**src/rtl/serial_eq_cmp_pkg.sv**
```systemverilog
// serial_eq_cmp_pkg: shared state encoding and counter sizing for serial_eq_cmp.
package serial_eq_cmp_pkg;

    typedef enum logic [1:0] {
        IDLE  = 2'd0,
        SHIFT = 2'd1,
        DONE  = 2'd2
    } state_t;

    // Bit counter width; must be able to hold the value width itself.
    function automatic int unsigned cnt_width(input int unsigned width);
        return $clog2(width + 1);
    endfunction

endpackage

```
**src/rtl/serial_eq_cmp_if.sv**
```systemverilog
// serial_eq_cmp_if: request/result bundle of serial_eq_cmp.
// gt/lt exist only when SERIAL_EQ_CMP_MAG_EN is defined.
interface serial_eq_cmp_if #(
    parameter int unsigned WIDTH = 8
);
    logic             start;
    logic [WIDTH-1:0] a;
    logic [WIDTH-1:0] b;
    logic             busy;
    logic             done;
    logic             eq;
`ifdef SERIAL_EQ_CMP_MAG_EN
    logic             gt;
    logic             lt;

    modport master (output start, a, b, input busy, done, eq, gt, lt);
    modport slave  (input start, a, b, output busy, done, eq, gt, lt);
`else
    modport master (output start, a, b, input busy, done, eq);
    modport slave  (input start, a, b, output busy, done, eq);
`endif
endinterface

```
**src/rtl/serial_eq_cmp_eq1.sv**
```systemverilog
// eq1: 1-bit equality cell.
module eq1 (
    input  logic a,
    input  logic b,
    output logic eq
);
    assign eq = ~(a ^ b);
endmodule

```
**src/rtl/serial_eq_cmp.sv**
```systemverilog
// serial_eq_cmp: bit-serial WIDTH-bit equality comparator using one eq1 cell.
// Optional unsigned magnitude outputs gt/lt under SERIAL_EQ_CMP_MAG_EN.
module serial_eq_cmp
    import serial_eq_cmp_pkg::*;
#(
    parameter int unsigned WIDTH     = 8,
    parameter bit          MSB_FIRST = 1'b1
) (
    input  logic            clk,
    input  logic            rst_n,
    serial_eq_cmp_if.slave  bus
);
    localparam int unsigned CW = cnt_width(WIDTH);

    state_t           state, state_nx;
    logic [CW-1:0]    cnt;
    logic [WIDTH-1:0] sh_a, sh_b;
    logic             acc;
    logic             eq_q;
    logic             bit_a, bit_b, cell_eq;
    logic             last_bit;

    assign bit_a    = MSB_FIRST ? sh_a[WIDTH-1] : sh_a[0];
    assign bit_b    = MSB_FIRST ? sh_b[WIDTH-1] : sh_b[0];
    assign last_bit = (cnt == CW'(WIDTH - 1));

    eq1 u_eq1 (
        .a  (bit_a),
        .b  (bit_b),
        .eq (cell_eq)
    );

`ifdef SERIAL_EQ_CMP_MAG_EN
    logic decided, decided_nx;
    logic gt_acc, lt_acc, gt_nx, lt_nx;
    logic gt_q, lt_q;

    // MSB-first keeps the first mismatch; LSB-first lets each later mismatch overwrite.
    always_comb begin
        gt_nx      = gt_acc;
        lt_nx      = lt_acc;
        decided_nx = decided;
        if (!cell_eq && (!MSB_FIRST || !decided)) begin
            gt_nx      = bit_a;
            lt_nx      = bit_b;
            decided_nx = 1'b1;
        end
    end

    assign bus.gt = gt_q;
    assign bus.lt = lt_q;
`endif

    // State register.
    always_ff @(posedge clk or negedge rst_n) begin
        if (!rst_n) state <= IDLE;
        else        state <= state_nx;
    end

    // Next-state and status decode.
    always_comb begin
        state_nx = state;
        bus.busy = 1'b0;
        bus.done = 1'b0;
        unique case (state)
            IDLE: begin
                if (bus.start) state_nx = SHIFT;
            end
            SHIFT: begin
                bus.busy = 1'b1;
                if (last_bit) state_nx = DONE;
            end
            DONE: begin
                bus.busy = 1'b1;
                bus.done = 1'b1;
                state_nx = IDLE;
            end
            default: state_nx = IDLE;
        endcase
    end

    // Operand capture, serial scan, accumulation and result registers.
    always_ff @(posedge clk or negedge rst_n) begin
        if (!rst_n) begin
            cnt  <= '0;
            sh_a <= '0;
            sh_b <= '0;
            acc  <= 1'b0;
            eq_q <= 1'b0;
`ifdef SERIAL_EQ_CMP_MAG_EN
            decided <= 1'b0;
            gt_acc  <= 1'b0;
            lt_acc  <= 1'b0;
            gt_q    <= 1'b0;
            lt_q    <= 1'b0;
`endif
        end else if (state == IDLE) begin
            if (bus.start) begin
                sh_a <= bus.a;
                sh_b <= bus.b;
                cnt  <= '0;
                acc  <= 1'b1;
`ifdef SERIAL_EQ_CMP_MAG_EN
                decided <= 1'b0;
                gt_acc  <= 1'b0;
                lt_acc  <= 1'b0;
`endif
            end
        end else if (state == SHIFT) begin
            sh_a <= MSB_FIRST ? (sh_a << 1) : (sh_a >> 1);
            sh_b <= MSB_FIRST ? (sh_b << 1) : (sh_b >> 1);
            cnt  <= cnt + 1'b1;
            acc  <= acc & cell_eq;
`ifdef SERIAL_EQ_CMP_MAG_EN
            decided <= decided_nx;
            gt_acc  <= gt_nx;
            lt_acc  <= lt_nx;
`endif
            if (last_bit) begin
                eq_q <= acc & cell_eq;
`ifdef SERIAL_EQ_CMP_MAG_EN
                gt_q <= gt_nx;
                lt_q <= lt_nx;
`endif
            end
        end
    end

    assign bus.eq = eq_q;

endmodule

```
**src/flat_wrapper.sv**
```systemverilog
// flat-port wrapper written by rule: the top's interface ports become plain ports
module serial_eq_cmp_flat import serial_eq_cmp_pkg::*;
#(
    parameter int unsigned WIDTH     = 8,
    parameter bit          MSB_FIRST = 1'b1
)
  (clk, rst_n, bus_start, bus_a, bus_b, bus_busy, bus_done, bus_eq);
  serial_eq_cmp_if #(.WIDTH(WIDTH)) bus_i ();
  input  logic clk;
  input  logic rst_n;
  input wire logic [$bits(bus_i.start)-1:0] bus_start;
  input wire logic [$bits(bus_i.a)-1:0] bus_a;
  input wire logic [$bits(bus_i.b)-1:0] bus_b;
  output wire logic [$bits(bus_i.busy)-1:0] bus_busy;
  output wire logic [$bits(bus_i.done)-1:0] bus_done;
  output wire logic [$bits(bus_i.eq)-1:0] bus_eq;
  assign bus_i.start = bus_start;
  assign bus_i.a = bus_a;
  assign bus_i.b = bus_b;
  assign bus_busy = bus_i.busy;
  assign bus_done = bus_i.done;
  assign bus_eq = bus_i.eq;
  serial_eq_cmp #(.WIDTH(WIDTH), .MSB_FIRST(MSB_FIRST)) u_core (.clk(clk), .rst_n(rst_n), .bus(bus_i));
endmodule
```
**config.mk**
```make
export PLATFORM = sky130hd
export DESIGN_NAME = serial_eq_cmp_flat
export DESIGN_NICKNAME = d
export VERILOG_FILES = /design/src/rtl/serial_eq_cmp_pkg.sv /design/src/rtl/serial_eq_cmp_if.sv /design/src/rtl/serial_eq_cmp_eq1.sv /design/src/rtl/serial_eq_cmp.sv /design/src/flat_wrapper.sv
export SDC_FILE = /design/constraint.sdc
export NUM_CORES = 1
export LEC_CHECK = 0
export ABC_AREA = 1
export ABC_CLOCK_PERIOD_IN_PS = 1800
export BUFFER_PORTS_ARGS = -buffer_cell sky130_fd_sc_hd__buf_2
export CORE_ASPECT_RATIO = 2
export CORE_MARGIN = 5
export CORE_UTILIZATION = 25
export DETAILED_ROUTE_END_ITERATION = 10
export RECOVER_POWER = 100
export SLEW_MARGIN = 10
export SYNTH_ARGS = -nofsm -noshare
export SYNTH_HDL_FRONTEND = slang
export SYNTH_HIERARCHICAL = 1
export SYNTH_SLANG_ARGS = --single-unit
```
**constraint.sdc**
```tcl
create_clock -name clk -period 1.8 [get_ports clk]
set_input_delay 0.18 -clock clk [delete_from_list [all_inputs] [get_ports clk]]
set_output_delay 0.18 -clock clk [all_outputs]
set_load 0.005 [all_outputs]
```
==> impl_metrics.tcl <==
set metrics [dict create \
    overflow 0 \
    clock_sinks 24 \
    io_buffers 21 \
    synthTopCellsByArea "dfrtp_1, nand2_1, o21ai_2, inv_1, o21ai_0" \
    hold_violations 0 \
    crit_path_top_delay_cell "dfrtp_1" \
    vias 1013 \
    relSlewSlack_pct 58.6 \
    root_buffer "clkbuf_8" \
    drt_iter0_drc 43 \
    final_cell_mix "nand2_1, o21ai_0, dfrtp_1, inv_1, buf_2" \
    routedWlPerCell_um 11.8 \
    cp-end-kind "flip-flop" \
    status "finished clean" \
    fin_nets 201 \
    power_density_nw_per_um2 1560 \
    tns_ps 0 \
    utilization_pct 27.8 \
    clk_path_buf_depth 2 \
    slowest_delay_ps 370 \
    grt_pass1_wl_mm 4.73 \
    synth-seq-cells 24 \
    critical_path_arrival_ps 1650 \
    total_power_mw 2.33 \
    drt-pass1-iter-count 4 \
    cts_hold_buffers 1 \
    fin_crit_ps 1500 \
    wirelength_mm 2.78 \
    crit_required_ps 1950 \
    area_growth_pct 8.95 \
    via_per_inst 4.29 \
    die_height_um 115 \
    crit_path_max_fanout 34 \
    post_route_cells_drive_above_1_share_pct 21.0 \
    synth_area_leader_cell "dfrtp_1" \
    cts_buffers 3 \
    ys_seq_area_share_pct 43.8 \
    dieArea_um2 7150 \
    drt.antenna.violating_nets 0 \
    cts_tree "done" \
    coreArea_um2 5370 \
    finalClockSkew_ps 2.40 \
    setup_viol 0 \
    drv_cap 0 \
    antenna_found_initial 0 \
    regArea_um2 601 \
    slew_viol_final 0 \
    fill_cells 610 \
    dp_hpwl_mm 2.16 \
    fmax_mhz 668 \
    syn-num-nets 178 \
    gp_congestion 0.800 \
    multi_input_area_um2 543 \
    path_cells "inv_1 -> ha_1 -> buf_4 -> inv_12 -> nand2_8 -> nand2_8 -> inv_1 -> nand2_1 -> nand2_1" \
    ir_drop_uv 525 \
    fin_crit_sh_pct 83.1 \
    rows 38 \
    tightest_slew_ps 622 \
    synth_top_area_share_pct 43.8 \
    io_pins 22 \
    path_clk_slew_ps 80 \
    ys.warnings.count 6 \
    rsz0062_at_grt "false" \
    synth_area_um2 1370 \
    final_cell_area_um2 1490 \
    timing.hold.ws_ps 144 \
    p_leak_nw 0.767 \
    start_kind "flip-flop" \
    layout_commonest_cell "nand2_1" \
    post_cts_buffers 0 \
    path_class "flip-flop to flip-flop" \
    track_usage_pct 8.38 \
    postPlaceCellArea_um2 1490 \
    yosysUniqueCellTypes 22 \
    grt_pass1_vias 1070 \
    drc 0 \
    clkLatencyLatePin_ps 260 \
    antenna_cells 0 \
    die_w_um 62.3 \
    synthCells 155 \
    hold_path.class "input pin to flip-flop" \
    htreeDepth 1 \
    grt_max_degree 35 \
    start_util_pct 25.5 \
    synth.avg_cell_area_um2 8.84 \
    cts_resized 0 \
]
worst max-delay path: cells and delay by family, from the launching register on:
kind	cells	cell delay (ps)
DFF	1	370
buffers and inverters	4	440
adders and majority gates	1	190
and+or+nand+nor	4	380
Yosys cell counts:
cell type / instances
nand2_4: 1
ha_1: 4
o21ai_0: 13
buf_4: 1
inv_12: 1
inv_1: 23
dfrtp_1: 24
a21oi_1: 1
o21ai_2: 15
nand3_1: 5
a21oi_2: 1
xor2_1: 1
nand2_2: 1
nand2_1: 49
nand3_2: 1
or2_1: 1
o211ai_2: 2
clkbuf_2: 1
buf_6: 2
nor2_1: 4
nand2_8: 2
buf_12: 2
report_power, final:
part           switching, mW  leakage [nW]  internal (mW)
Combinational          0.752         0.442          0.399
Sequential             0.103         0.303          0.766
Clock                  0.165        0.0216          0.150
Total                   1.02         0.767           1.31
registers in the layout, indices dropped and copies added (netlist names):
signal         flops
u_core/bus.eq      1
u_core/state       2
u_core/cnt         4
u_core/sh_b        8
u_core/acc         1
u_core/sh_a        8
logic make-up after synthesis:
family	count (synthesis)	synth area share, %
flops	24	43.8
fa+ha+maj	4	3.65
compound gates	32	17.2
simple gates	64	21.7
buf+inv	30	13.0
xor+xnor	1	0.639
area by class of cell:
type | count | share of cell area, %
sequential | 24 | 40.2
multi-input combinational | 101 | 36.4
timing repair buffer | 24 | 8.72
inverter | 24 | 6.87
tap | 60 | 5.03
clock buffer | 3 | 2.77
path summary, 6_finish.rpt:
| kind | startpoint | end | slack (ps) | cells past startpoint |
|---|---|---|---|---|
| setup reg to reg | u_core/state[0] | u_core/sh_a[7] | 300 | 9 |
| max in group asynchronous | rst_n | u_core/sh_b[7] | 940 | 2 |
| setup / recovery | u_core/state[0] | u_core/sh_a[7] | 300 | 9 |
| hold / removal | bus_a[0] | u_core/sh_a[0] | 140 | 3 |
| hold reg to reg | u_core/state[0] | u_core/state[0] | 520 | 2 |
| min in group asynchronous | rst_n | u_core/sh_b[3] | 450 | 2 |
routing by layer:
layer  up-vias  track usage [%]  routed length (µm)
met5         -                0                   0
met4         0             5.10                  76
li1        522                -                   -
met3         6             2.16                 113
met1       469             7.57                 973
met2        16             16.1                1620
stage by stage:
stage	worst slack [ps]	cells
after global routing	162	236
after CTS	233	236
after floorplan	500	155
final	304	236
after detailed placement	255	232
after global placement	284	232
No activity file was read; power rests on OpenSTA's default activity.
